`src/rtl/fetch_issue_queue.sv`:
```
// ============================================================================
// Module   : fetch_issue_queue
// Brief    : Sequential instruction fetch into a small FIFO feeding issue.
//            Optional flush/redirect is built when FIQ_REDIRECT_EN is defined.
// Revision : 1.0 - initial release
// ============================================================================
`default_nettype none

module fetch_issue_queue #(
    parameter int DEPTH    = 4,
    parameter int MEM_SIZE = 128
) (
    input  logic        clk,
    input  logic        rst,
    output logic [31:0] pc,
    input  logic [31:0] instr,
    input  logic        isend,
    output logic        issue_valid,
    output logic [31:0] issue_instr,
    output logic [31:0] issue_pc,
    output logic        issue_end,
    input  logic        issue_ready,
`ifdef FIQ_REDIRECT_EN
    input  logic        redirect_valid,
    input  logic [31:0] redirect_pc,
`endif
    output logic        halted
);

    localparam int c_AW = $clog2(DEPTH);
    localparam int c_CW = c_AW + 1;
    localparam logic [c_CW-1:0] c_DEPTH = c_CW'(DEPTH);
    localparam logic [31:0]     c_LAST  = 32'(MEM_SIZE - 1);

    localparam logic [1:0] c_FETCH   = 2'd0;
    localparam logic [1:0] c_ENDSEEN = 2'd1;
    localparam logic [1:0] c_DONE    = 2'd2;

    // Entry layout: {end, pc, instr}
    logic [64:0]     r_mem [DEPTH];
    logic [c_AW-1:0] r_rd;
    logic [c_AW-1:0] r_wr;
    logic [c_CW-1:0] r_count;
    logic [31:0]     r_pc;
    logic [1:0]      r_state;

    logic [64:0]     w_head;
    logic            w_valid;
    logic            w_pop;
    logic            w_push;
    logic            w_redir;
    logic            w_do_pop;
    logic            w_do_push;
    logic [31:0]     w_pc_inc;
    logic [31:0]     w_pc_n;
    logic [1:0]      w_state_n;

    assign w_head  = r_mem[r_rd];
    assign w_valid = (r_count != '0);
    assign w_pop   = w_valid && issue_ready;
    assign w_push  = (r_state == c_FETCH) && ((r_count < c_DEPTH) || w_pop);

`ifdef FIQ_REDIRECT_EN
    assign w_redir = redirect_valid && (r_state != c_DONE);
`else
    assign w_redir = 1'b0;
`endif

    // A redirect overrides any push or pop in the same cycle
    assign w_do_pop  = w_pop && !w_redir;
    assign w_do_push = w_push && !w_redir;
    assign w_pc_inc  = (r_pc == c_LAST) ? 32'd0 : r_pc + 32'd1;

    always_comb begin
        w_pc_n    = r_pc;
        w_state_n = r_state;
        if (w_do_push) begin
            w_pc_n = w_pc_inc;
        end
        case (r_state)
            c_FETCH: begin
                if (w_do_push && isend) begin
                    w_state_n = c_ENDSEEN;
                    w_pc_n    = r_pc;
                end
            end
            c_ENDSEEN: begin
                if (w_do_pop && w_head[64]) begin
                    w_state_n = c_DONE;
                end
            end
            c_DONE: begin
                w_state_n = c_DONE;
            end
            default: begin
                w_state_n = c_FETCH;
            end
        endcase
`ifdef FIQ_REDIRECT_EN
        if (w_redir) begin
            w_pc_n    = redirect_pc;
            w_state_n = c_FETCH;
        end
`endif
    end

    always_ff @(posedge clk) begin
        if (rst) begin
            r_pc    <= 32'd0;
            r_state <= c_FETCH;
            r_rd    <= '0;
            r_wr    <= '0;
            r_count <= '0;
        end else begin
            r_pc    <= w_pc_n;
            r_state <= w_state_n;
            if (w_redir) begin
                r_rd    <= '0;
                r_wr    <= '0;
                r_count <= '0;
            end else begin
                if (w_do_pop) begin
                    r_rd <= r_rd + c_AW'(1);
                end
                if (w_do_push) begin
                    r_wr <= r_wr + c_AW'(1);
                end
                case ({w_do_push, w_do_pop})
                    2'b10:   r_count <= r_count + c_CW'(1);
                    2'b01:   r_count <= r_count - c_CW'(1);
                    default: r_count <= r_count;
                endcase
            end
        end
    end

    always_ff @(posedge clk) begin
        if (!rst && w_do_push) begin
            r_mem[r_wr] <= {isend, r_pc, instr};
        end
    end

    assign pc          = r_pc;
    assign halted      = (r_state == c_DONE);
    assign issue_valid = w_valid;
    assign issue_end   = w_valid ? w_head[64]    : 1'b0;
    assign issue_pc    = w_valid ? w_head[63:32] : 32'd0;
    assign issue_instr = w_valid ? w_head[31:0]  : 32'd0;

endmodule

`default_nettype wire

```
`config.mk`:
```
export PLATFORM = sky130hd
export DESIGN_NAME = fetch_issue_queue
export DESIGN_NICKNAME = d
export VERILOG_FILES = /design/src/rtl/fetch_issue_queue.sv
export SDC_FILE = /design/constraint.sdc
export NUM_CORES = 1
export LEC_CHECK = 0
export CORE_ASPECT_RATIO = 0.75
export CORE_MARGIN = 5
export CORE_UTILIZATION = 57
export CTS_CLUSTER_DIAMETER = 80
export CTS_CLUSTER_SIZE = 24
export DETAILED_ROUTE_END_ITERATION = 8
export PLACE_DENSITY = 0.89
export SLEW_MARGIN = 0
export SYNTH_ARGS = -nofsm -noshare
export SYNTH_HDL_FRONTEND = slang
export SYNTH_SLANG_ARGS = --single-unit
```
`constraint.sdc`:
```
create_clock -name clk -period 8.2 [get_ports clk]
set_input_delay 1.23 -clock clk [delete_from_list [all_inputs] [get_ports clk]]
set_output_delay 1.23 -clock clk [all_outputs]
set_load 0.02 [all_outputs]
```
==> out/qor.txt <==
Area Growth Syn to Fin: 17.4%
Crit-path cells: buf_4, mux4_2, and2_1, clkdlybuf4s50_1
Netlist cell types: 34
Num CTS Buffers: 16
Least-Margin Pin Slew: 1.19 ns
Slowest-stage cell, CP: buf_4
Deepest clock path buffer count: 3
Top post-synthesis cells by area: edfxtp_1 66%, mux4_2 12%, dfxtp_1 7.2%
Leak: 0.00455 µW
Final hold violation count: 0
Slew Viols, Final: 0
Nets: 825
Critical Path Max Stage Delay: 0.81 ns
Clock sink count: 303
MaxCap Viol Count: 0
Synth top area share: 65.6%
Post-CTS Setup Bufs: 0
Die Height: 135 µm
Setup Viol. Count Final: 0
Yosys top cell by area: edfxtp_1
CTS tree: built
Drt drc: 0
Largest net degree at the start of global routing: 69
First-pass GRT wire length: 36600 µm
Vias/cell: 5.80
Starting DRT DRC Count: 534
Reg-to-reg slack, setup: 5.13 ns
Initial core utilization: 58.3%
Final Power: 4490 µW
Hold buffer count at cts: 0
Primary FF master, synth: edfxtp_1
Post-Syn Area: 11900 µm²
Post-synthesis sequential area ratio: 72.9%
Syn Area/Cell: 18.1 µm²
Placeable core area: 20400 µm²
CP required: 6.97 ns
Routability congestion estimate from global placement: 0.761
Vias in the first global route: 6613
CP delay by family, top: buffers and inverters
Fillers: 1339
Clk slew on worst S/H paths: 0.09 ns
IO buf count: 134
Count leader, synth: edfxtp_1
Fin Clk Skew: 0.0198 ns
Fmax achieved: 220 MHz
Number of vias in the routed layout: 6211
Crit-path max FO: 45
Startpoint Class: flop
Cell area power density: 322 nW/µm²
Minimum clock period: 4.55 ns
Die Wd: 177 µm
Post-DRT Antenna Nets: 0
GRT Total Usage: 19.7%
Post-CTS sizing: 0
Slew HR: 20.4%
Clock root buffer: clkbuf_16
Async SR Flop Fraction: 0%
Drt pass-1 iters: 5
Commonest cells in the netlist: 260 x edfxtp_1, 70 x and2_1, 65 x mux4_2
RSZ-0062 raised after global routing: false
Die area: 23900 µm²
Finished Cell Area: 14000 µm²
ANT cells: 0
Hold crit path type: flop to flop
Remaining global-route overflow: 0
Initial antenna violation count: 0
Setup CP Type: flop to output port
Number of flops mapped to enable cells by yosys: 260
Share of layout cells above drive strength 1: 12.4%
Max IR drop VDD: 234 µV
Hold slack: 0.514 ns
Arr. time, crit path: 3.32 ns
Io pins: 135
DR WL/cell: 21.8 µm
Post-Syn Instances: 656
Placed inst area: 13500 µm²
Synth warn: 0
CP Buf/Inv Count: 2
Synthesized net count: 702
Post-DP HPWL: 14000 µm
TNS Setup: 0 ns
Std cell rows: 45
Flops & latches, synth: 303
H-tree depth: 1
Skew-Pair Late Insertion Delay: 0.50 ns
Crit share post-route: 55.4%
Crit end category: output port
Drt total wl: 23400 µm
Status: finished, final reports clean
-- cell usage in the layout, fill, tap and decap left out, types with 3 or more instances in the layout --
| cell | instances |
|---|---|
| o21ai_0 | 5 |
| xnor2_1 | 7 |
| clkdlybuf4s50_1 | 134 |
| or3_1 | 4 |
| clkbuf_16 | 17 |
| clkbuf_1 | 10 |
| inv_1 | 10 |
| and4_1 | 5 |
| buf_4 | 3 |
| mux4_2 | 65 |
| nor3_1 | 3 |
| and2_4 | 4 |
| ha_1 | 9 |
| edfxtp_1 | 260 |
| a21oi_1 | 8 |
| nor4_1 | 6 |
| nand3_1 | 14 |
| xor2_1 | 26 |
| nand4_1 | 14 |
| and3_1 | 6 |
| nor2_1 | 42 |
| and2_1 | 66 |
| dfxtp_1 | 41 |
| nand2_1 | 13 |
-- state kept, by name, indices dropped and copies added (netlist names), named ones only --
register / flops
r_wr: 2
pc: 32
r_rd: 2
r_count: 3
r_mem: 260
r_state: 2
-- layer usage --
| metal | vias up | track usage, % | routed length, µm |
|---|---|---|---|
| li1 | 2759 | - | - |
| met1 | 3193 | 28.2 | 10000 |
| met2 | 236 | 33.0 | 11500 |
| met3 | 23 | 3.50 | 1510 |
| met4 | 0 | 3.31 | 322 |
| met5 | - | 0 | 0 |
-- metrics by stage --
step           setup WS [ns]  util [%]  cells
3_5_place_dp            4.09      66.2   1043
4_1_cts                 3.55      68.5   1071
3_3_place_gp            4.14      66.2   1043
6_report                3.65      68.5   1071
2_1_floorplan           4.54         -    656
5_1_grt                 3.37      68.5   1071
-- power by group --
group | total, µW | internal, µW | switching [µW] | leakage (µW)
logic | 1570 | 757 | 813 | 0.00152
registers | 2070 | 1950 | 118 | 0.00281
clock network | 848 | 394 | 454 | 0.000227
total | 4490 | 3100 | 1390 | 0.00455
-- worst min-delay path: stages (launching register included) --
cell     delay (ns)
dfxtp_1        0.33
o21ai_0        0.08
a21oi_1        0.06
-- layout make-up --
class,instances,area [µm²],area share (%)
flip-flops and latches,303,8680,62.1
multi-input cells,311,3060,21.9
repair buffers,137,1360,9.77
clock buffers,27,463,3.32
well taps,282,353,2.53
inverters,10,37.5,0.269
clock inverters,1,11.3,0.0807
-- path summary, 6_finish.rpt --
kind | startpoint | cells past startpoint | endpoint
setup / recovery | flop | 4 | issue_pc[6]
hold / removal | r_state[1] | 2 | r_state[1]
setup reg to reg | r_count[2] | 8 | r_count[2]
hold reg to reg | r_state[1] | 2 | r_state[1]
-- cells by family after synthesis --
family	after synthesis	share of synthesized area, %
buf+inv	42	1.50
mux	66	12.4
simple gates	186	8.91
fa+ha+maj	10	1.12
xor+xnor	33	2.43
compound gates	16	0.758
flops	303	72.9
Note: power is estimated with default switching activity, not from simulation.
